[src/rtl/clock_enables_pkg.sv]
// Shared constants for the fractional-N clock-enable generator: default
// accumulator width, the 50 MHz machine-clock increments and an increment helper.
package clock_enables_pkg;

    localparam int DEF_ACC_WIDTH = 24;

    // 50 MHz system clock -> 7.0938 MHz pixel / 3.5469 MHz CPU at width 24
    localparam logic [23:0] INC_PIX_50M = 24'd2380284;
    localparam logic [23:0] INC_CPU_50M = 24'd1190142;

    // Rounded increment so that clk_hz * inc / 2^width is closest to f_hz
    function automatic longint unsigned calc_inc(
        input longint unsigned clk_hz,
        input longint unsigned f_hz,
        input int unsigned     width
    );
        longint unsigned scaled;
        scaled = (f_hz << width) + (clk_hz >> 1);
        return scaled / clk_hz;
    endfunction

endpackage

[src/rtl/nco_channel.sv]
// One phase-accumulator channel: active/shadow increment pair with apply at a
// carry, sync or frozen state, emitting registered one-cycle enable pulses.
module nco_channel
    import clock_enables_pkg::*;
#(
    parameter int                   ACC_WIDTH = DEF_ACC_WIDTH,
    parameter logic [ACC_WIDTH-1:0] INC_INIT  = '0
) (
    input  logic                 i_clock,
    input  logic                 i_reset,
    input  logic                 i_sync,
    input  logic                 i_wr,
    input  logic [ACC_WIDTH-1:0] i_data,
    output logic                 o_ce,
    output logic                 o_inc_ack,
    output logic                 o_inc_pending
);

    logic [ACC_WIDTH-1:0] r_acc;
    logic [ACC_WIDTH-1:0] r_inc_act;
    logic [ACC_WIDTH-1:0] r_inc_shd;
    logic                 r_pend;
    logic                 r_ce;
    logic                 r_ack;

    logic [ACC_WIDTH:0]   w_sum;
    logic                 w_carry;
    logic                 w_frozen;
    logic                 w_apply;

    assign w_sum    = {1'b0, r_acc} + {1'b0, r_inc_act};
    assign w_carry  = w_sum[ACC_WIDTH];
    assign w_frozen = (r_inc_act == '0);
    // Switching only at a carry keeps the accumulated phase continuous
    assign w_apply  = r_pend & (w_carry | i_sync | w_frozen);

    // Phase accumulator and enable pulse
    always_ff @(posedge i_clock) begin
        if (i_reset) begin
            r_acc <= '0;
            r_ce  <= 1'b0;
        end else if (i_sync) begin
            r_acc <= '0;
            r_ce  <= 1'b0;
        end else begin
            r_acc <= w_sum[ACC_WIDTH-1:0];
            r_ce  <= w_carry;
        end
    end

    // Shadow/active increment handoff
    always_ff @(posedge i_clock) begin
        if (i_reset) begin
            r_inc_act <= INC_INIT;
            r_inc_shd <= '0;
            r_pend    <= 1'b0;
            r_ack     <= 1'b0;
        end else begin
            r_ack <= w_apply;
            if (w_apply) begin
                r_inc_act <= r_inc_shd;
            end
            if (i_wr) begin
                r_inc_shd <= i_data;
            end
            // A write landing on the apply cycle stays pending for the next one
            r_pend <= i_wr | (r_pend & ~w_apply);
        end
    end

    assign o_ce          = r_ce;
    assign o_inc_ack     = r_ack;
    assign o_inc_pending = r_pend;

endmodule

[src/rtl/clock_enables.sv]
// Fractional-N clock-enable generator: CHANNELS independent NCO channels sharing
// one system clock, a broadcast phase-alignment sync and a selectable write port.
module clock_enables
    import clock_enables_pkg::*;
#(
    parameter int                            CHANNELS  = 2,
    parameter int                            ACC_WIDTH = DEF_ACC_WIDTH,
    parameter logic [CHANNELS*ACC_WIDTH-1:0] INC_RESET = {INC_PIX_50M, INC_CPU_50M}
) (
    input  logic                                               i_clock,
    input  logic                                               i_reset,
    input  logic                                               i_sync,
    input  logic                                               i_inc_wr,
    input  logic [((CHANNELS > 1) ? $clog2(CHANNELS) : 1)-1:0] i_inc_sel,
    input  logic [ACC_WIDTH-1:0]                               i_inc_data,
    output logic [CHANNELS-1:0]                                o_inc_pending,
    output logic [CHANNELS-1:0]                                o_inc_ack,
    output logic [CHANNELS-1:0]                                o_ce
);

    localparam int SEL_W = (CHANNELS > 1) ? $clog2(CHANNELS) : 1;

    logic [CHANNELS-1:0] w_wr;

    // Selects beyond the last channel match no instance and are dropped
    for (genvar n = 0; n < CHANNELS; n++) begin : g_ch
        assign w_wr[n] = i_inc_wr & (i_inc_sel == SEL_W'(n));

        nco_channel #(
            .ACC_WIDTH (ACC_WIDTH),
            .INC_INIT  (INC_RESET[n*ACC_WIDTH +: ACC_WIDTH])
        ) u_nco (
            .i_clock       (i_clock),
            .i_reset       (i_reset),
            .i_sync        (i_sync),
            .i_wr          (w_wr[n]),
            .i_data        (i_inc_data),
            .o_ce          (o_ce[n]),
            .o_inc_ack     (o_inc_ack[n]),
            .o_inc_pending (o_inc_pending[n])
        );
    end

endmodule

[config.mk]
export PLATFORM = sky130hd
export DESIGN_NAME = clock_enables
export DESIGN_NICKNAME = d
export VERILOG_FILES = /design/src/rtl/clock_enables_pkg.sv /design/src/rtl/nco_channel.sv /design/src/rtl/clock_enables.sv
export SDC_FILE = /design/constraint.sdc
export NUM_CORES = 1
export LEC_CHECK = 0
export BUFFER_PORTS_ARGS = -buffer_cell sky130_fd_sc_hd__buf_2
export CAP_MARGIN = 20
export CORE_MARGIN = 4
export CORE_UTILIZATION = 55
export CTS_CLUSTER_DIAMETER = 80
export DETAILED_ROUTE_END_ITERATION = 8
export PLACE_DENSITY = 0.85
export SLEW_MARGIN = 40
export SYNTH_ARGS = -nofsm -noshare
export SYNTH_HDL_FRONTEND = slang
export SYNTH_HIERARCHICAL = 1
export SYNTH_SLANG_ARGS = --single-unit
export TNS_END_PERCENT = 30
[constraint.sdc]
create_clock -name i_clock -period 2.6 [get_ports i_clock]
set_clock_uncertainty 0.2 [all_clocks]
set_input_delay 0.39 -clock i_clock [delete_from_list [all_inputs] [get_ports i_clock]]
set_output_delay 0.39 -clock i_clock [all_outputs]
set_load 0.005 [all_outputs]
==> results of run 1 <==
==> through the flow <==
stage | std cells | total power [mW] | hold slack (ns) | TNS (ns)
6_report | 1134 | 6.09 | 0.0312 | 0
5_1_grt | 1134 | 6.31 | 0.0443 | -0.682
4_1_cts | 1128 | 6.05 | 0.0161 | 0
3_5_place_dp | 1093 | 3.34 | 0.259 | 0
3_3_place_gp | 1093 | 3.32 | 0.247 | 0
2_1_floorplan | 903 | 3.16 | 0.237 | 0
==> repair_timing <==
item | CTS | global route
resized for setup | 5 | 26
gates cloned | 1 | 1
endpoints found under the setup margin | 24 | 56
pin swaps | 4 | 7
buffers inserted | 2 | 5
==> layout by cell type (no fill, tap or decap), drive strengths merged, types with 2 or more instances in the layout <==
cell type and count:
fa 2, a211o 4, a311oi 2, dfxtp 150, a41o 2, xnor2 12
o22ai 2, o211ai 8, or2 3, inv 17, o21ai 21, a21oi 56
nor3 29, ha 48, nor2 140, a21o 15, clkinv 3, clkbuf 21
nand2b 28, xor2 5, mux2i 103, nor2b 2, clkinvlp 3, and3 6
nand3 26, a31o 2, a31oi 7, and2 7, a211oi 6, or3 8
o21bai 5, bufinv 5, nand4 16, nor4 12, buf 66, nand2 69
a21boi 2, nor3b 5, o21a 16, and4 3
==> area by class of cell <==
class,count,area (µm²),area share (%)
Clock inverter,12,200,2.19
Multi-Input combinational cell,689,4690,51.4
Tap cell,180,225,2.47
Clock buffer,20,447,4.89
Timing Repair Buffer,67,499,5.47
Inverter,16,60.1,0.658
Sequential cell,150,3010,32.9
==> per-layer routing <==
metal	GRT usage [%]	vias to the layer above
met3	5.38	47
met5	0	-
li1	-	3286
met4	6.93	0
met2	37.1	267
met1	31.3	3203
==> path summary, 6_finish.rpt <==
kind | startpoint | end | cells after the start
hold reg to reg | g_ch[1].u_nco/r_inc_shd[16]$_SDFFE_PP0P_ | g_ch[1].u_nco/r_inc_act[16]$_SDFFE_PP0P_ | 2
setup reg to reg | g_ch[0].u_nco/r_inc_act[22]$_SDFFE_PP0P_ | g_ch[0].u_nco/r_inc_act[12]$_SDFFE_PP0P_ | 9
hold / removal | i_inc_data[5] | g_ch[1].u_nco/r_inc_shd[5]$_SDFFE_PP0P_ | 3
setup / recovery | g_ch[0].u_nco/r_inc_act[22]$_SDFFE_PP0P_ | g_ch[0].u_nco/r_inc_act[12]$_SDFFE_PP0P_ | 9
==> power by group <==
| part | internal (mW) | leakage (nW) | switching [mW] |
|---|---|---|---|
| combinational | 0.379 | 2.32 | 0.539 |
| sequential | 2.41 | 1.22 | 0.0590 |
| clock | 1.73 | 0.307 | 0.971 |
| total | 4.52 | 3.85 | 1.57 |
==> cell families (layout without fill, tap and decap cells) <==
kind of cell,Yosys count,in the layout,share of synthesized area (%)
flip-flops,150,150,37.9
AO/OA/AOI/OAI,162,162,13.8
XOR/XNOR,17,17,1.88
AND/OR/NAND/NOR,357,357,21.0
adder cells (fa/ha/maj),50,50,8.08
buffers and inverters,64,115,4.37
multiplexers,103,103,13.0
==> flip-flops by register name, indices dropped and copies added (netlist names) <==
register,count
g_ch.u_nco/o_inc_pending,2
g_ch.u_nco/o_ce,2
g_ch.u_nco/o_inc_ack,2
g_ch.u_nco/r_inc_act,48
g_ch.u_nco/r_inc_shd,48
g_ch.u_nco/r_acc,48
==> critical path, stage by stage, from the launching register on <==
cell,delay [ns]
dfxtp_1,0.40
ha_1,0.31
nand2_1,0.14
nor2_1,0.10
a21o_1,0.21
or3_4,0.38
a22oi_2,0.27
buf_6,0.17
clkbuf_16,0.15
mux2i_1,0.17
==> impl_results.md, run 1 <==
- Outcome: complete, no violations
- Diode count: 0
- HP Class: primary input to register
- Seq/Total Area, Yosys: between 30% and 40%
- Fillcell total: about 1,100
- P&R area growth vs syn: 15.1%
- Cts hold-fix bufs: 0
- Clock buffer depth: 2
- CTS tree: built
- Num ports: 35
- First-pass GRT wire length: around 31 mm
- Pre-CTS WS: ~0.016 ns
- Drt wl/cell: 16.9 µm
- Fin crit period: ~2.6 ns
- # setup viols final: 0
- Top-area cell type share of the netlist area: between 30% and 40%
- Hold Fails Final Rpt: 0
- Data required, critical path: approximately 2.8 ns
- Static leakage: ~3.9 nW
- Peak VDD IR: between 800 and 900 µV
- Ys Warns: 6
- Top-count cell post-synth: dfxtp_1
- Layout cells sized above 1: around 14%
- Slew HR: a little under half
- Number of enable flip-flop cells after synthesis: 0
- Root buffer selected by CTS: clkbuf_16
- Num CTS Buffers: 17
- DR iter-0 viols: between 700 and 800
- Design area: 0.00913 mm²
- Die area: approximately 0.016 mm²
- Synth cell types: 70
- Die Span Y: 128 µm
- Max-Cap Viols: 0
- R2r setup slk: between 0.02 and 0.025 ns
- Crit path DAT: between 2 and 3 ns
- Core area: ~0.014 mm²
- Pin count of the biggest net entering global routing: 89
- Power per cell area: between 600 and 700 mW/mm²
- PnR worst setup slack: ~0.023 ns
- Slew @ Worst Pin: a little over 0.8 ns
- WL final: about 19 mm
- Final core occ: roughly two thirds
- Peak Freq: approximately 390 MHz
- Synth Flop Type: dfxtp_1
- Initial antenna violation count: 0
- Vias per cell: between 5 and 6
- Metal2 WL: 8.65 mm
- Post-synthesis cell area: slightly below 0.008 mm²
- Post-synthesis net count: approximately 1,000
- Fraction of registers with async set/reset: 0%
- Crit Path Max Fanout: 6
- Worst skew pair latency: between 0.4 and 0.5 ns
- WL met1: 8.79 mm
- RSZ-0062 raised after global routing: yes
- WL met3: about 1.3 mm
- WS Path Type: register to register
- Crit. End Element: register
- DRC Markers: 0
- Top post-synthesis cells by area: dfxtp_1 38%, mux2i_1 13%, ha_1 7.6%
- Cells after synthesis: approximately 900
- TritonRoute pass-1 iters: 7
- Post-route ant nets: 0
- Synthesized area per cell: 8.78 µm²
- Sink Count: 150
- H-tree depth: 4
- Initial core utilization: 56.7%
- Clock transition at path regs: approximately 0.06 ns
- Top layer in use: met4
- IO buf count: 34
- Final global-route overflow total: 0
- Via count: 6,803
- FP Rows: 43
- Detailed placement HPWL: roughly 13 mm
- Routability Congestion: 0.923
- Number of max-slew violations in the final report: 0
- Post-synthesis register bit count: 150
- Post-synth top area cell: dfxtp_1
- Synth top cells by count: 150 x dfxtp_1, 140 x nor2_1, 103 x mux2i_1, 69 x nand2_1, 54 x a21oi_1
- Placed cell area: 0.00826 mm²
- Period utilization: roughly 100%
- Startpoint types: register
- Total Nets Final: approximately 1,000
- Die W: around 130 µm
- Vias in the first global route: 6,396
- Tot GR Track Use: 23.2%
No activity file was read; power rests on OpenSTA's default activity.
==> run 2, diff against run 1 <==
- ABC_AREA: default -> 1
==> run 2 against run 1 <==
Synthesized cell count rose by 30%. Critical endpoint is now g_ch[1].u_nco/r_inc_act[6]$_SDFFE_PP1P_. Total power fell by 2.5%. Worst setup slack improved by 0.17 ns.
==> impl_results.md, run 2 <==
- Worst skew pair latency: 0.43 ns
- Fin crit period: between 2 and 2.5 ns
- Most common cell after layout, fill and taps aside: nand2_1
- Peak VDD IR: roughly 550 µV
- DRC Markers: 0
- Most frequent cells in the layout: 245 x nand2_1, 191 x nor2_1, 150 x dfxtp_1, 112 x inv_1, 108 x a21oi_1
- Vias in the first global route: about 7,100
- Design area: roughly 0.009 mm²
- M3 GR Usage: around 4.7%
- Fillcell total: approximately 1,300
- WS Path Type: register to register
- Regs by FF count: g_ch.u_nco/r_acc: 48 flops, g_ch.u_nco/r_inc_act: 48 flops, g_ch.u_nco/r_inc_shd: 48 flops
- Synth top cells by count: 245 x nand2_1, 191 x nor2_1, 150 x dfxtp_1, 112 x inv_1, 108 x a21oi_1
- Clock transition at path regs: 0.06 ns
- Num ports: 35
- Fin cells: ~1,400
- Initial core utilization: a little under three fifths
- Max-Cap Viols: 0
- WL final: a little over 20 mm
- Post-route ant nets: 0
- Static leakage: around 4.3 nW
- Cells after synthesis: 1,178
- Vias per cell: roughly 5.6
- Post-synthesis cell area: between 0.008 and 0.009 mm²
- H-tree depth: 4
- Layout cells sized above 1: ~11%
- Final core occ: between 60% and 70%
- P&R area growth vs syn: 10.6%
- Reg area: ~0.003 mm²
- Fraction of registers with async set/reset: 0%
- Crit path buf inv count: 0
- Synthesized area per cell: 6.91 µm²
- Top-count cell post-synth: nand2_1
- Crit path DAT: between 2 and 3 ns
- TritonRoute pass-1 iters: 7
- Multi-input gate area: ~0.0044 mm²
- Final global-route overflow total: 0
- Setup TNS Final: 0 ns
- Synth Flop Type: dfxtp_1
- Final Total Pwr: about 5.9 mW
- # setup viols final: 0
- Post-synthesis net count: 1,257
- Fin Hold WS: 0.0245 ns
- Root buffer selected by CTS: clkbuf_16
- Core area: around 0.015 mm²
- DP Cell Count: between 1,000 and 1,500
- Synth cell types: 36
- First-pass GRT wire length: around 33 mm
- Startpoint types: register
- Number of max-slew violations in the final report: 0
- Slew HR: about half
- Sink Count: 150
- Ys Warns: 6
- DR iter-0 viols: between 600 and 700
- PnR worst setup slack: between 0.15 and 0.2 ns
- Routability Congestion: a little over 0.9
- Post-synthesis register bit count: 150
- Power per cell area: about 660 mW/mm²
- Seq/Total Area, Yosys: between 30% and 40%
- Post-synth top area cell: dfxtp_1
- Global routing's busiest layer: met2
- RSZ-0062 raised after global routing: no
- Detailed placement HPWL: around 15 mm
- Crit-path slowest cell: fa_1
- Die area: 0.0168 mm²
- Crit Path Max Fanout: 12
- Tot GR Track Use: between 20% and 30%
- Pre-CTS WS: between 0.2 and 0.25 ns
- Data required, critical path: about 2.8 ns
- Outcome: complete, no violations
- FP Rows: 44
- Slew @ Worst Pin: 0.760 ns
- Via count: slightly below 8,000
- GR Util met2: roughly two fifths
- Die W: 130 µm
- Initial antenna violation count: 0
- Crit-path cells: ha_1 > fa_1 > nand2_1 > nand2_1 > nand3_2 > nand2_2 > nand2_2 > nand4_2 > nand2_1 > nand2_1 > nand3_1
- Diode count: 0
- Top-area cell type share of the netlist area: between 30% and 40%
- HP Class: primary input to register
- Crit. End Element: register
- IO buf count: 34
- Num CTS Buffers: 17
- Number of enable flip-flop cells after synthesis: 0
- CP top delay family: simple AND/OR/NAND/NOR gates
- CP peak stage delay: roughly 0.40 ns
- Met1 Use GR: 34.0%
- Hold Fails Final Rpt: 0
- Total Nets Final: between 1,000 and 1,500
- Top post-synthesis cells by area: dfxtp_1 37%, nand2_1 11%, nor2_1 8.8%
- Die Span Y: roughly 130 µm
- Clock buffer depth: 2
- Period utilization: a little over 90%
- Placed cell area: 0.00840 mm²
- Peak Freq: 416 MHz
- Pin count of the biggest net entering global routing: 38
- Drt wl/cell: roughly 14 µm
- CTS tree: built
- Most used cell along the critical path: nand2_1
run 2: cell count changes after synthesis, moves of 12 or more:
cell and delta:
nor2_1 +51, o21a_1 -13, nand2b_1 -27, a21oi_2 +15, nand3_1 +72, nor4_1 -12, o21ai_0 +69, inv_1 +97
a21oi_1 +54, nand2_1 +176, nor3_1 -23, xnor2_1 -12, mux2i_1 -103
run 2: final cells by class:
class	instances	share of cell area [%]
repair buffers	51	3.51
clock inverters	13	1.53
inverters	115	4.79
well taps	184	2.56
flip-flops and latches	150	33.3
multi-input cells	871	49.2
clock buffers	19	5.03
run 2: worst reg2reg max path, stage by stage, from the launching register on:
cell,delay (ns)
dfxtp_1,0.33
ha_1,0.24
fa_1,0.40
nand2_1,0.09
nand2_1,0.08
nand3_2,0.08
nand2_2,0.11
nand2_2,0.12
nand4_2,0.15
nand2_1,0.35
nand2_1,0.11
nand3_1,0.08
run 2: final timing paths:
path | from | slack (ns) | cells past startpoint | to
max | g_ch[1].u_nco/r_inc_act[0]$_SDFFE_PP0P_ | 0.20 | 11 | g_ch[1].u_nco/r_inc_act[6]$_SDFFE_PP1P_
min | i_inc_data[3] | 0.02 | 3 | g_ch[1].u_nco/r_inc_shd[3]$_SDFFE_PP0P_
max reg2reg | g_ch[1].u_nco/r_inc_act[0]$_SDFFE_PP0P_ | 0.20 | 11 | g_ch[1].u_nco/r_inc_act[6]$_SDFFE_PP1P_
min reg2reg | g_ch[0].u_nco/r_inc_shd[19]$_SDFFE_PP0P_ | 0.26 | 2 | g_ch[0].u_nco/r_inc_shd[19]$_SDFFE_PP0P_
run 2: report_power, final:
part | switching [mW] | total [mW] | internal (mW)
clock | 1.04 | 2.44 | 1.40
combinational | 0.654 | 0.977 | 0.324
sequential | 0.0818 | 2.52 | 2.44
total | 1.78 | 5.94 | 4.16
run 2: cell families (layout without fill, tap and decap cells):
| family | count (synthesis) | in the layout | synth area share, % |
|---|---|---|---|
| simple gates | 590 | 590 | 31.0 |
| flops | 150 | 150 | 36.9 |
| compound gates | 231 | 231 | 15.6 |
| fa+ha+maj | 50 | 50 | 7.87 |
| buf+inv | 157 | 198 | 8.65 |
run 2: timing repair:
action	4_1_cts	5_1_grt
endpoints found under the setup margin	0	1
endpoints found under the hold margin	2	0
resized for setup	0	1
hold buffers	1	0
buffers inserted	0	0
run 2: metal layers:
layer	vias up	share of wire (%)
li1	3927	-
met1	3553	46
met2	284	44
met3	29	7.3
met4	0	2.0
met5	-	0
==> run 3, diff against run 2 <==
- CELL_PAD_IN_SITES_DETAIL_PLACEMENT: default -> 1
- CELL_PAD_IN_SITES_GLOBAL_PLACEMENT: default -> 2
- CORE_UTILIZATION: 55 -> 32
- PLACE_DENSITY: 0.85 -> 0.86
==> run 3 against run 2 <==
Non-clock buffer count rose by 4. First-iteration DRC count fell by 39%. Total power rose by 3.5%. Clock power rose by 6%. Cell count rose by 11%. Clock-buffer cell count fell by 2. Global-route usage fell by 6.8 points. Sequential share of layout area fell by 0.98 points. Maximum frequency fell by 0.56%. Routed wire length rose by 19%. Largest cell class unchanged. Largest power group is now clock.
==> impl_results.md, run 3 (same netlist as run 2, synthesis figures left out) <==
- Comb pwr share: about 17%
- Core area: between 0.02 and 0.03 mm²
- Net Sw Power: between 1.5 and 2 mW
- Drt wl/cell: 15.5 µm
- RSZ-0062 raised after global routing: no
- Post-CTS setup buffers: 0
- Hold Fails Final Rpt: 0
- P&R area growth vs syn: 14.0%
- DR iter-0 viols: between 300 and 400
- Via count: 7,646
- Die Span Y: 168 µm
- FP Rows: 58
- Root buffer selected by CTS: clkbuf_16
- Sw frac: approximately 32%
- CTS tree: built
- Seq pwr share: roughly 41%
- Die W: about 170 µm
- Diode count: 0
- Crit. End Element: register
- Final Total Pwr: between 6 and 7 mW
- Fillcell total: around 3,200
- Detailed placement HPWL: about 19 mm
- Static leakage: around 4.3 nW
- Period utilization: just over 90%
- Startpoint types: register
- Total Nets Final: 1,289
- M3 GR Usage: 2.55%
- Outcome: complete, no violations
- Sink Count: 150
- Crit path DAT: 2.53 ns
- Num CTS Buffers: 17
- DRC Markers: 0
- Initial antenna violation count: 1
- Power Internal: 4.17 mW
- Tot GR Track Use: between 15 and 20%
- Peak Freq: between 400 and 500 MHz
- Setup TNS Final: 0 ns
- GR Util met2: around 28%
- Slew @ Worst Pin: 0.613 ns
- HP Class: primary input to register
- Met1 Use GR: about a quarter
- Routability Congestion: around 0.84
- Clock buffer depth: 2
- WL final: between 20 and 25 mm
- # setup viols final: 0
- TritonRoute pass-1 iters: 4
- Final global-route overflow total: 0
- Most frequent cells in the layout: 244 x nand2_1, 191 x nor2_1, 149 x dfxtp_1, 112 x inv_1, 108 x a21oi_1
- Die area: approximately 0.028 mm²
- Post-route ant nets: 0
- Num ports: 35
- Number of max-slew violations in the final report: 0
- Slew HR: about three fifths
- Fin crit period: between 2 and 2.5 ns
- Clock transition at path regs: around 0.07 ns
- IO buf count: 34
- H-tree depth: 4
- Data required, critical path: 2.72 ns
- Max-Cap Viols: 0
- Vias in the first global route: between 7,000 and 8,000
- Power per cell area: 662 mW/mm²
- Peak VDD IR: around 480 µV
- Layout cells sized above 1: 11.2%
- First-pass GRT wire length: around 40 mm
- Crit Path Max Fanout: 29
- Pin count of the biggest net entering global routing: 49
- Global routing's busiest layer: met2
- Most common cell after layout, fill and taps aside: nand2_1
- Initial core utilization: roughly a third
- Vias per cell: about 4.9
- Regs by FF count: g_ch.u_nco/r_acc: 48 flops, g_ch.u_nco/r_inc_act: 48 flops, g_ch.u_nco/r_inc_shd: 48 flops
- Clock power frac: 42.2%
- WS Path Type: register to register
- Worst skew pair latency: ~0.44 ns
run 3: timing repair:
| action | in CTS | in global routing |
|---|---|---|
| setup endpoints to repair | 0 | 22 |
| hold buffers | 2 | 0 |
| endpoints found under the hold margin | 2 | 0 |
| resized for setup | 0 | 4 |
run 3: power by group through the flow:
stage,clock network (mW),registers [mW],logic [mW]
after floorplan,0,2.54,0.740
after global placement,0,2.58,0.984
after detailed placement,0,2.58,1.00
after CTS,2.66,2.53,1.02
after global routing,2.77,2.55,1.16
final,2.59,2.53,1.02
run 3: path summary, 6_finish.rpt:
kind / startpoint / endpoint / slack (ns) / cells after the start
min: i_inc_data[6] / g_ch[0].u_nco/r_inc_shd[6]$_SDFFE_PP0P_ / 0.02 / 3
max reg2reg: g_ch[1].u_nco/r_inc_act[0]$_SDFFE_PP0P_ / g_ch[1].u_nco/r_inc_act[2]$_SDFFE_PP1P_ / 0.18 / 11
min reg2reg: g_ch[0].u_nco/r_inc_shd[14]$_SDFFE_PP0P_ / g_ch[0].u_nco/r_inc_shd[14]$_SDFFE_PP0P_ / 0.27 / 2
max: g_ch[1].u_nco/r_inc_act[0]$_SDFFE_PP0P_ / g_ch[1].u_nco/r_inc_act[2]$_SDFFE_PP1P_ / 0.18 / 11
run 3: critical path, cell delays in order, from the launching register on:
cell and delay [ns]:
dfxtp_1 0.34, ha_1 0.26, fa_1 0.42, nand2_1 0.10
nand2_1 0.09, nand3_2 0.09, nand2_2 0.11, nand2_2 0.10
nand4_2 0.15, buf_6 0.23, nand3_1 0.10, nand3_1 0.08
run 3: cell type report:
type	count	area (µm²)	area share, %
repair buffers	55	378	4.07
multi-input cells	871	4440	47.8
clock buffers	17	425	4.58
clock inverters	15	190	2.05
inverters	115	432	4.65
flip-flops and latches	150	3000	32.4
well taps	330	413	4.45
run 3: through the flow:
stage	util (%)	hold WS (ns)	setup slack (ns)	std cells	cell area [µm²]
after floorplan	-	0.230	0.412	1178	8140
after global placement	34.4	0.249	0.200	1519	8630
after detailed placement	34.4	0.255	0.119	1519	8630
after CTS	36.9	0.00413	0.105	1553	9270
after global routing	37.0	0.0207	0.00287	1553	9280
final	37.0	0.0155	0.185	1553	9280
run 3: metal layers:
metal,routed length [µm],share of wire (%)
met5,0,0
met4,270,1.1
met3,642,2.7
met2,10800,45
met1,12400,51
